<file path="src/rtl/uart_tx_arbiter.sv">
`default_nettype none
// ============================================================================
// Module   : uart_tx_arbiter
// Purpose  : Shares one UART transmitter between NUM_REQ byte requesters.
//            Round-robin arbitration with packet locking: the owner keeps
//            the transmitter until it sends its last byte or reaches
//            MAX_BURST bytes. Each byte is handed over with a one-cycle
//            uart_tx_send. The arbiter then waits for uart_tx_done, and a
//            watchdog aborts the transfer if the transmitter is stuck.
// Ports    : clk_baud      - baud-rate clock, shared with the uart
//            rst           - synchronous reset, active-high
//            req_valid     - per-requester byte valid
//            req_data      - per-requester byte, slice i at [8i+7:8i]
//            req_last      - per-requester end-of-packet marker
//            req_ready     - combinational accept, owner only, in LOAD
//            grant_id      - current owner index (valid while busy)
//            busy          - lock held (state != IDLE)
//            uart_tx_byte  - registered byte to the transmitter
//            uart_tx_send  - registered one-cycle send strobe
//            uart_tx_done  - one-cycle completion pulse from transmitter
//            timeout_err   - one-cycle pulse on watchdog abort
// Revision : 1.0 - initial release
// ============================================================================
module uart_tx_arbiter #(
  parameter int NUM_REQ   = 4,
  parameter int TIMEOUT   = 32,
  parameter int MAX_BURST = 16
) (
  input  logic                 clk_baud,
  input  logic                 rst,
  input  logic [NUM_REQ-1:0]   req_valid,
  input  logic [8*NUM_REQ-1:0] req_data,
  input  logic [NUM_REQ-1:0]   req_last,
  output logic [NUM_REQ-1:0]   req_ready,
  output logic [2:0]           grant_id,
  output logic                 busy,
  output logic [7:0]           uart_tx_byte,
  output logic                 uart_tx_send,
  input  logic                 uart_tx_done,
  output logic                 timeout_err
);

  // Watchdog counter only needs to reach TIMEOUT-1.
  localparam int                c_WD_W      = (TIMEOUT > 1) ? $clog2(TIMEOUT) : 1;
  localparam logic [c_WD_W-1:0] c_WD_LAST   = c_WD_W'(TIMEOUT - 1);
  localparam logic [7:0]        c_BURST_MAX = 8'(MAX_BURST);
  localparam logic [2:0]        c_LAST_ID   = 3'(NUM_REQ - 1);

  typedef enum logic [1:0] {
    ST_IDLE = 2'd0,
    ST_LOAD = 2'd1,
    ST_WAIT = 2'd2
  } state_t;

  state_t              r_state;
  logic [2:0]          r_rr_ptr;
  logic [2:0]          r_grant_id;
  logic [7:0]          r_burst_cnt;
  logic [c_WD_W-1:0]   r_wd_cnt;
  logic                r_last_flag;
  logic [7:0]          r_tx_byte;
  logic                r_tx_send;
  logic                r_timeout_err;

  logic [2*NUM_REQ-1:0] w_rot_dbl;
  logic [NUM_REQ-1:0]   w_rot;
  logic [2:0]           w_off;
  logic [3:0]           w_sum;
  logic [2:0]           w_sel_id;
  logic                 w_sel_valid;
  logic                 w_own_valid;
  logic                 w_own_last;
  logic [7:0]           w_own_data;
  logic [2:0]           w_next_ptr;

  // Rotate the valid vector so bit 0 corresponds to rr_ptr; the lowest set
  // bit of the rotated vector is then the round-robin winner's offset.
  assign w_rot_dbl   = {req_valid, req_valid} >> r_rr_ptr;
  assign w_rot       = w_rot_dbl[NUM_REQ-1:0];
  assign w_sel_valid = |w_rot;

  always_comb begin
    w_off = 3'd0;
    for (int i = NUM_REQ - 1; i >= 0; i--) begin
      if (w_rot[i]) begin
        w_off = 3'(i);
      end
    end
  end

  assign w_sum    = {1'b0, r_rr_ptr} + {1'b0, w_off};
  assign w_sel_id = (w_sum >= 4'(NUM_REQ)) ? 3'(w_sum - 4'(NUM_REQ)) : w_sum[2:0];

  // Owner's request fields.
  always_comb begin
    w_own_valid = 1'b0;
    w_own_last  = 1'b0;
    w_own_data  = 8'h00;
    for (int i = 0; i < NUM_REQ; i++) begin
      if (r_grant_id == 3'(i)) begin
        w_own_valid = req_valid[i];
        w_own_last  = req_last[i];
        w_own_data  = req_data[8*i +: 8];
      end
    end
  end

  // Ready is suppressed during reset so no byte is consumed in that cycle.
  always_comb begin
    req_ready = '0;
    for (int i = 0; i < NUM_REQ; i++) begin
      req_ready[i] = !rst && (r_state == ST_LOAD) && (r_grant_id == 3'(i));
    end
  end

  assign w_next_ptr = (r_grant_id == c_LAST_ID) ? 3'd0 : r_grant_id + 3'd1;

  always_ff @(posedge clk_baud) begin
    if (rst) begin
      r_state       <= ST_IDLE;
      r_rr_ptr      <= 3'd0;
      r_grant_id    <= 3'd0;
      r_burst_cnt   <= 8'd0;
      r_wd_cnt      <= '0;
      r_last_flag   <= 1'b0;
      r_tx_byte     <= 8'h00;
      r_tx_send     <= 1'b0;
      r_timeout_err <= 1'b0;
    end else begin
      r_tx_send     <= 1'b0;
      r_timeout_err <= 1'b0;
      case (r_state)
        ST_IDLE: begin
          if (w_sel_valid) begin
            r_grant_id  <= w_sel_id;
            r_burst_cnt <= 8'd0;
            r_state     <= ST_LOAD;
          end
        end
        ST_LOAD: begin
          if (w_own_valid) begin
            r_tx_byte   <= w_own_data;
            r_tx_send   <= 1'b1;
            r_last_flag <= w_own_last;
            r_burst_cnt <= r_burst_cnt + 8'd1;
            r_wd_cnt    <= '0;
            r_state     <= ST_WAIT;
          end else begin
            // Owner withdrew mid-packet: give the transmitter away.
            r_rr_ptr <= w_next_ptr;
            r_state  <= ST_IDLE;
          end
        end
        ST_WAIT: begin
          r_wd_cnt <= r_wd_cnt + 1'b1;
          // Done takes priority over a coincident watchdog expiry.
          if (uart_tx_done) begin
            if (r_last_flag || (r_burst_cnt == c_BURST_MAX)) begin
              r_rr_ptr <= w_next_ptr;
              r_state  <= ST_IDLE;
            end else begin
              r_state <= ST_LOAD;
            end
          end else if (r_wd_cnt == c_WD_LAST) begin
            r_timeout_err <= 1'b1;
            r_rr_ptr      <= w_next_ptr;
            r_state       <= ST_IDLE;
          end
        end
        default: begin
          r_state <= ST_IDLE;
        end
      endcase
    end
  end

  assign grant_id     = r_grant_id;
  assign busy         = (r_state != ST_IDLE);
  assign uart_tx_byte = r_tx_byte;
  assign uart_tx_send = r_tx_send;
  assign timeout_err  = r_timeout_err;

endmodule
`default_nettype wire

</file>
<file path="config.mk">
export PLATFORM = sky130hd
export DESIGN_NAME = uart_tx_arbiter
export DESIGN_NICKNAME = d
export VERILOG_FILES = /design/src/rtl/uart_tx_arbiter.sv
export SDC_FILE = /design/constraint.sdc
export NUM_CORES = 1
export LEC_CHECK = 0
export CAP_MARGIN = 40
export CORE_MARGIN = 3
export CORE_UTILIZATION = 47
export DETAILED_ROUTE_END_ITERATION = 8
export GPL_ROUTABILITY_DRIVEN = 0
export PLACE_DENSITY_LB_ADDON = 0.08
export SLEW_MARGIN = 5
export SYNTH_ARGS = -nofsm -noshare
export SYNTH_HDL_FRONTEND = slang
export SYNTH_SLANG_ARGS = --single-unit
</file>
<file path="constraint.sdc">
create_clock -name clk_baud -period 2.8 [get_ports clk_baud]
set_input_delay 0.56 -clock clk_baud [delete_from_list [all_inputs] [get_ports clk_baud]]
set_output_delay 0.56 -clock clk_baud [all_outputs]
set_load 0.01 [all_outputs]
</file>
Word-level counts from Yosys, hierarchy flattened
Index checks and enable logic that the tools add are counted.
{"block": "totals", "mem_count": 0, "regBits": 32, "in_bits": 43, "mem_bits_ro": 0, "out_inout_bits": 18, "latchBits": 0, "ramBits": 0}
{"block": "op_classes", "n_eq_ne": 12, "reduce_logical": 21, "n_bitwise": 2, "n_mul": 0, "mux": 36, "div": 0, "n_lt_le_gt_ge": 1, "n_addsub": 5, "n_shift": 1}
{"operator": "$mux W8", "count": 6}
{"operator": "$mux W3", "count": 9}
{"operator": "$pmux W8 S2", "count": 1}
{"operator": "$mux W1", "count": 11}
{"operator": "$mux W2", "count": 5}
{"operator": "$pmux W5 S2", "count": 1}
{"operator": "$add A8 B1 Y8 const B", "count": 1}
{"operator": "$eq A8 B5 Y1 const B", "count": 1}
{"operator": "$reduce_and A2 Y1", "count": 4}
{"operator": "$shr A8 B3 Y4", "count": 1}
{"operator": "$eq A3 B2 Y1 const B", "count": 2}
{"operator": "$ne A2 B2 Y1 const B", "count": 3}
{"operator": "$ne A3 B3 Y1 const B", "count": 2}
{"operator": "$pmux W2 S3", "count": 1}
{"operator": "$pmux W3 S2", "count": 1}
{"operator": "$reduce_bool A2 Y1", "count": 3}
{"operator": "$add A5 B1 Y5 const B", "count": 1}
{"operator": "$eq A5 B5 Y1 const B", "count": 1}
{"operator": "$logic_and A1 B1 Y1", "count": 5}
{"operator": "$mux W5", "count": 1}
{"operator": "$add A3 B3 Y4", "count": 1}
{"operator": "$ge A4 B3 Y1 const B", "count": 1}
{"operator": "$reduce_and A4 Y1", "count": 1}
{"operator": "$reduce_or A4 Y1", "count": 1}
{"operator": "other kinds (13)", "count": 14}

Depth between registers and ports, before layout
Gate-level depths: netlist of the first run.
{"block": "logic_depth", "ltp_word": 8, "mapped_depth": 11, "mapped_depth_nobuf": 11}

Least setup slack after synthesis of the first run
No wires, ideal clock.
{"block": "synth_path", "path_kind": "reg-to-reg", "start": "register r_grant_id[0], in the netlist grant_id[0]", "end": "register r_burst_cnt[6]", "slack_ps": 490, "stages_incl_launch_ff": 9, "required_ps": 2730, "setup_ps": 70, "t_arrival_ps": 2240, "path_cell_list": "dfxtp_1 inv_1 ha_1 nor2b_1 a2111o_1 a21o_1 buf_6 or4_1 a21oi_1"}
{"block": "synth_via", "elab_chain_cells": 7}
{"item": "start, declared", "line_no": "57", "source": "logic [2:0] r_grant_id;"}
{"item": "start signal, assigned", "line_no": "135", "source": "r_grant_id <= w_sel_id;"}
{"item": "$logic_not A3 Y1", "line_no": "100", "source": "if (r_grant_id == 3'(i)) begin"}
{"item": "$mux W1 (3 in series)", "line_no": "100"}
{"item": "$mux W1 *", "line_no": "100"}
{"item": "$ne A2 B2 Y1 (no source line) *"}
{"item": "$reduce_and A3 Y1 (no source line) *"}
{"item": "end signal, assigned", "line_no": "145", "source": "r_burst_cnt <= r_burst_cnt + 8'd1;"}
{"item": "end, declared", "line_no": "58", "source": "logic [7:0] r_burst_cnt;"}
Mark *: on every way between the ends. The rest lies on a longest branch, timed or not.
A chain may end at the register's enable or synchronous reset.

Worst setup path after layout of the first run
{"block": "layout_path", "start": "input port rst", "end": "output port req_ready[2]"}
{"block": "layout_via", "elab_chain_cells": 3}
{"item": "start, declared", "line_no": "30", "source": "input logic rst,"}
{"item": "$logic_not A1 Y1", "line_no": "112", "source": "req_ready[i] = !rst && (r_state == ST_LOAD) && (r_grant_id == 3'(i));"}
{"item": "$logic_and A1 B1 Y1 (2 in series)", "line_no": "112"}
{"item": "end, declared", "line_no": "34", "source": "output logic [NUM_REQ-1:0] req_ready,"}
No other way between the ends.

==> summary.txt, run 1 <==
Outcome
  – Status: finished clean

Power
  – Clock power share: 0.172
  – Int Pwr: 1.181 mW
  – Sw Ratio: 0.3864
  – Pwr/cell area: 699.7 nW/um2
  – Seq pwr share: 0.314
  – VDD IR max: 0.3584 mV
  – Total power: 1.924 mW
  – Gate power share: 0.515
  – Switching power: between 700 and 800 uW
  – Leak pwr: approximately 1.0 nW

STA
  – Fin. max-slew vios: 0
  – Max Freq: 0.3764 GHz
  – Tcrit/Tclk final: 0.9488
  – Hold Violations, Final: 0
  – Setup Skew: 0.006714 ns
  – Worst-margin pin slew: 0.7409 ns
  – Setup TNS Final: 0 ns
  – Final setup fails: 0
  – Min cycle time layout: 2.657 ns
  – Unrepaired setup endpoints after global routing: no
  – Max-slew headroom: 0.5061

Layout
  – Area delta synth->final: 37.98%
  – Ratio of cells with drive above 1 in the final layout: 0.07034
  – Ant diodes: 0
  – # nets final: 381

Floorplanning
  – Die footprint: 5058 um2
  – Die Wd: 71.12 um
  – Die height: 71.12 um
  – Initial core utilization: 0.4912
  – # IOs: 61
  – Std cell rows: 23
  – Core Region: 4058 um2

Setup path
  – Cell family with most CP delay: buffers and inverters
  – Maximum fanout along the worst path: 3
  – R2R Path Start: grant_id[0]
  – Worst setup EP type: primary output
  – Cell mode on critical path: clkdlybuf4s50_1
  – WP data arrival: 2.10 ns
  – CP Cell Sequence: clkdlybuf4s50_1 -> nor3_1 -> and2_1 -> clkdlybuf4s50_1
  – Cell count along the critical path: 4
  – Critical path class: primary input to primary output
  – CP required: ~2.2 ns
  – FF-to-FF path depth: 8
  – Number of buffers and inverters on the critical path: 2
  – Slowest stage cell, crit path: clkdlybuf4s50_1
  – Reg2reg end: r_burst_cnt[7]
  – Startpoint types: primary input
  – Max incr delay on CP: 0.54 ns
  – Worst R2R Setup Slack: 0.42 ns

Clocking
  – Clk root buf: clkbuf_8
  – Cts hold-fix bufs: 0
  – Clock-pin slew of the registers on the worst-case setup and hold paths: 0.06 ns
  – Clk buf depth: 2
  – Post-CTS Resized: 0
  – Setup bufs post-CTS: 0
  – CTS buffer count: 5
  – H-tree levels: 2
  – CTS tree: built
  – Later-pin clock latency in the skew report: between 0.2 and 0.3 ns
  – Clock sink count: 32

Route
  – Total routed wirelength: 5.095 mm
  – ANT nets after route: 0
  – Routed len/inst: about 14 um
  – Via count: approximately 2,000
  – DRC: 0
  – DRT iter0 DRCs: 131
  – DRT Pass-1 Iters: 4
  – Routed vias/inst: 5.289

Yosys
  – Post-synth EDFFs: 0
  – Seq/Total Area, Yosys: 0.3214
  – Mapped Nets: between 300 and 400
  – Mapped Cells: 264
  – Synth cell types: 44
  – Synthesized area: 1993 um2
  – Synth warn: 0
  – FFs w/ async S/R, synth: 0
  – Top FF cell, synth: dfxtp_1
  – Mean Syn Cell Area: about 7.5 um2
  – FF+latch count, synth: 32

Hold path
  – Min-Delay Path Depth: 2
  – Worst Hold Path EP: uart_tx_byte[0]
  – Hold WC Path Type: flip-flop to flip-flop
  – Hold Path Origin: uart_tx_byte[0]

Global route
  – Pin count of the biggest net entering global routing: 26
  – GRT Util Overall: 0.2099
  – Initial antenna violation count: 0
  – First-pass GRT wire length: 8.618 mm
  – Vias in the first global route: 1,933
  – GR Overflow Total: 0

Placed design
  – HPWL Detailed: roughly 3.8 mm
  – IO Port Bufs: 60

Flow run
  – Maxcap violations: 0
==> power groups by stage <==
stage | clock, mW | combinational (mW) | sequential [mW]
global route | 0.365 | 1.11 | 0.614
finish | 0.331 | 0.990 | 0.603
global placement | 0 | 0.989 | 0.608
CTS | 0.346 | 0.996 | 0.603
detailed placement | 0 | 0.989 | 0.611
floorplan | 0 | 0.630 | 0.598
==> area by class of cell <==
class | count | area [um2]
Clock buffer | 5 | 68.82
Clock inverter | 2 | 12.51
Fill cell | 343 | 1308
Inverter | 18 | 67.56
Multi-Input combinational cell | 198 | 1207
Sequential cell | 32 | 640.6
Tap cell | 50 | 62.56
Timing Repair Buffer | 72 | 690.7
==> worst register-to-register path, stage by stage (launching register included) <==
cell and delay, ns:
dfxtp_1 0.36, inv_1 0.12, ha_1 0.21, buf_4 0.18, a21oi_2 0.04, a2111o_1 0.45
a21o_1 0.28, or4_1 0.52, a21oi_1 0.15
==> cell families after synthesis <==
family          count (synthesis)  share of synthesized area
compound gates                 78                     0.2486
xor+xnor                        5                    0.02197
fa+ha+maj                      11                    0.07282
buf+inv                        34                    0.07282
flops                          32                     0.3214
mux                             5                    0.02511
simple gates                   99                     0.2373
==> worst max path at each step <==
stage	from	endpoint	slack, ns
4_1_cts	rst	req_ready[0]	0.14
6_report	rst	req_ready[2]	0.14
5_1_grt	rst	req_ready[1]	0.05
3_3_place_gp	req_valid[2]	grant_id[2]	0.11
2_1_floorplan	grant_id[0]	r_burst_cnt[6]	0.49
3_5_place_dp	req_valid[2]	grant_id[2]	0.07
==> layout by cell type, fill, tap and decap left out, types with 2 or more instances in the layout <==
cell and n:
nor3_1 7, nand4_1 2, nand3_1 7, ha_1 10, clkdlybuf4s50_1 60, nand2_1 41, xnor2_1 4, a21oi_1 36
nand2b_1 5, dfxtp_1 32, o31ai_1 5, o21ai_0 11, nor2b_1 5, inv_1 18, nand3b_1 2, a221oi_1 2
a22o_1 7, a311oi_1 3, nor2_1 16, clkbuf_8 5, or4_1 3, mux2i_1 5, and2_1 3, buf_4 12
a211oi_1 4, or2_2 3
==> Yosys cell counts, types with 3 or more instances <==
library cell / instances / area [um2]
a211oi_1: 4 / 30.03
a21oi_1: 36 / 180.2
a22o_1: 7 / 61.31
a311oi_1: 3 / 26.28
and2_1: 3 / 18.77
clkbuf_1: 10 / 37.54
dfxtp_1: 32 / 640.6
ha_1: 10 / 125.1
inv_1: 18 / 67.56
mux2i_1: 5 / 50.05
nand2_1: 41 / 153.9
nand2b_1: 5 / 31.28
nand3_1: 7 / 35.03
nor2_1: 16 / 60.06
nor2b_1: 5 / 31.28
nor3_1: 7 / 35.03
o21ai_0: 11 / 55.05
o31ai_1: 5 / 37.54
or2_2: 3 / 18.77
or4_1: 3 / 22.52
xnor2_1: 4 / 35.03
==> layer usage <==
metal / vias up / global-route usage / share of wire
met1: 871 / 0.2820 / 0.46
met2: 60 / 0.3213 / 0.45
met5: - / 0 / 0
met4: 0 / 0.09395 / 0.013
met3: 6 / 0.04688 / 0.073
li1: 1057 / - / -
==> state kept, by name, indices dropped and copies added (netlist names) <==
| register | cells |
|---|---|
| uart_tx_send | 1 |
| grant_id | 3 |
| timeout_err | 1 |
| r_last_flag | 1 |
| r_wd_cnt | 5 |
| r_rr_ptr | 3 |
| uart_tx_byte | 8 |
| r_state | 2 |
| r_burst_cnt | 8 |
==> metrics by stage <==
step	hold slack [ns]	util	instances	instance area, um2	worst slack (ns)
finish	0.4546	0.6778	377	2750	0.1433
global route	0.4754	0.6778	377	2750	0.05315
CTS	0.4575	0.6778	377	2750	0.1410
detailed placement	0.4491	0.6577	370	2669	0.07354
global placement	0.4427	0.6577	370	2669	0.1136
floorplan	0.4361	-	264	1993	0.4903
(Power assumes the default switching activity.)
==> inputs of run 2 (changes only) <==
- CORE_MARGIN: 3 -> 5
- RECOVER_POWER: unset -> 50
==> run 2 against run 1 <==
  * Clock power grew 31%
  * Largest cell class unchanged
  * Die area grew 12%
  * Design area shrank 0.55%
  * Maximum frequency grew 0.57%
  * Sequential share of layout area grew 0.13 points
  * Largest power group unchanged
  * Critical path type unchanged
  * Clock skew is essentially flat
  * Via count grew 1.4%
  * Combinational power shrank 8.0%
  * Clock-buffer cell count grew 1
  * Highest routed layer unchanged
  * Global-route usage shrank 1.8 points
  * Non-clock buffer count shrank 4
  * Power grew 1.1%
==> summary.txt, run 2 (same netlist as run 1, synthesis figures left out) <==
Route
  – Via count: 2,021
  – DRT iter0 DRCs: 126
  – Routed len/inst: 13.77 um
  – DRC: 0
  – DRT Pass-1 Iters: 4
  – Total routed wirelength: 5.150 mm
  – ANT nets after route: 0
  – Routed vias/inst: 5.404

Outcome
  – Status: finished clean

Setup path
  – Worst setup EP type: primary output
  – Startpoint types: primary input
  – CP required: 2.24 ns
  – Worst R2R Setup Slack: about 0.4 ns
  – WP data arrival: 2.08 ns
  – Maximum fanout along the worst path: 3
  – Critical path class: primary input to primary output

STA
  – Min cycle time layout: 2.642 ns
  – Final setup fails: 0
  – Tcrit/Tclk final: 0.9434
  – Unrepaired setup endpoints after global routing: no
  – Max-slew headroom: 0.2336
  – Setup TNS Final: 0 ns
  – Setup Skew: ~0.0065 ns
  – Fin Hold WS: ~0.45 ns
  – Hold Violations, Final: 0
  – Fin. max-slew vios: 0
  – Max Freq: about 0.38 GHz
  – Worst-margin pin slew: 1.150 ns

Clocking
  – Clk root buf: clkbuf_8
  – Clock-pin slew of the registers on the worst-case setup and hold paths: 0.06 ns
  – Cts hold-fix bufs: 0
  – H-tree levels: 2
  – CTS buffer count: 5
  – Post-CTS Resized: 0
  – Later-pin clock latency in the skew report: 0.29 ns
  – Setup bufs post-CTS: 0
  – Clk buf depth: 2
  – CTS tree: built
  – Clock sink count: 32

Layout
  – Ratio of cells with drive above 1 in the final layout: 0.04938
  – Most frequent cells in the layout: clkdlybuf4s50_1 (45), nand2_1 (41), a21oi_1 (36)
  – # nets final: ~380
  – Fillcell total: 360
  – Area delta synth->final: 37.23%
  – Ant diodes: 0
  – Commonest non-fill, non-tap cell in the layout: clkdlybuf4s50_1

Floorplanning
  – Die Wd: 75.12 um
  – Core Region: between 4000 and 5000 um2
  – # IOs: 61
  – Die height: 75.12 um
  – Std cell rows: 23
  – Initial core utilization: 0.4912
  – Die footprint: 5643 um2

Placed design
  – IO Port Bufs: 60
  – HPWL Detailed: 3.872 mm

Global route
  – Pin count of the biggest net entering global routing: 26
  – First-pass GRT wire length: approximately 8.2 mm
  – GR Overflow Total: 0
  – Initial antenna violation count: 0
  – Vias in the first global route: around 1,700
  – GRT Util Overall: 0.1917

Flow run
  – Maxcap violations: 0

Hold path
  – Hold WC Path Type: flip-flop to flip-flop

Power
  – Leak pwr: 1.075 nW
  – Pwr/cell area: 711.3 nW/um2
  – VDD IR max: between 0.3 and 0.4 mV
==> run 2: final cells by class <==
type / instances / area, um2 / share of cell area
multi-input combinational: 198 / 1207 / 0.4414
clock inverter: 2 / 35.03 / 0.01281
tap: 50 / 62.56 / 0.02287
sequential: 32 / 640.6 / 0.2342
timing repair buffer: 68 / 649.4 / 0.2374
clock buffer: 6 / 72.57 / 0.02653
inverter: 18 / 67.56 / 0.02470
==> run 2: worst paths after layout <==
check,startpoint,end,cells past startpoint
min reg2reg,uart_tx_byte[2],uart_tx_byte[2],2
min,uart_tx_byte[2],uart_tx_byte[2],2
max,rst,req_ready[1],4
max reg2reg,grant_id[0],uart_tx_byte[5],8
==> run 2: power breakdown <==
part / internal, mW / switching, mW / leakage [nW]
clock: 0.264 / 0.170 / 0.0552
sequential: 0.524 / 0.0755 / 0.260
combinational: 0.427 / 0.484 / 0.760
==> run 2: metrics by stage <==
stage,std cells,cell area (um2),worst slack (ns),util,power [mW]
final,374,2735,0.1584,0.6741,1.945
after detailed placement,366,2639,0.05582,0.6503,1.547
after global placement,366,2639,0.1133,0.6503,1.545
after floorplan,264,1993,0.4903,-,1.228
after global routing,374,2735,0.03744,0.6741,2.109
after CTS,374,2746,0.1513,0.6768,1.992
==> run 2: critical path: stages <==
cell             delay (ns)
clkdlybuf4s50_1        0.46
nor3_1                 0.34
and2_1                 0.18
clkdlybuf4s50_1        0.54
==> run 2: metal layers <==
metal	vias to the layer above	global-route usage	share of wire
met5	-	0	0
met4	0	0.07708	0.016
met3	8	0.06142	0.078
met2	59	0.2766	0.45
met1	913	0.2633	0.46
li1	1041	-	-
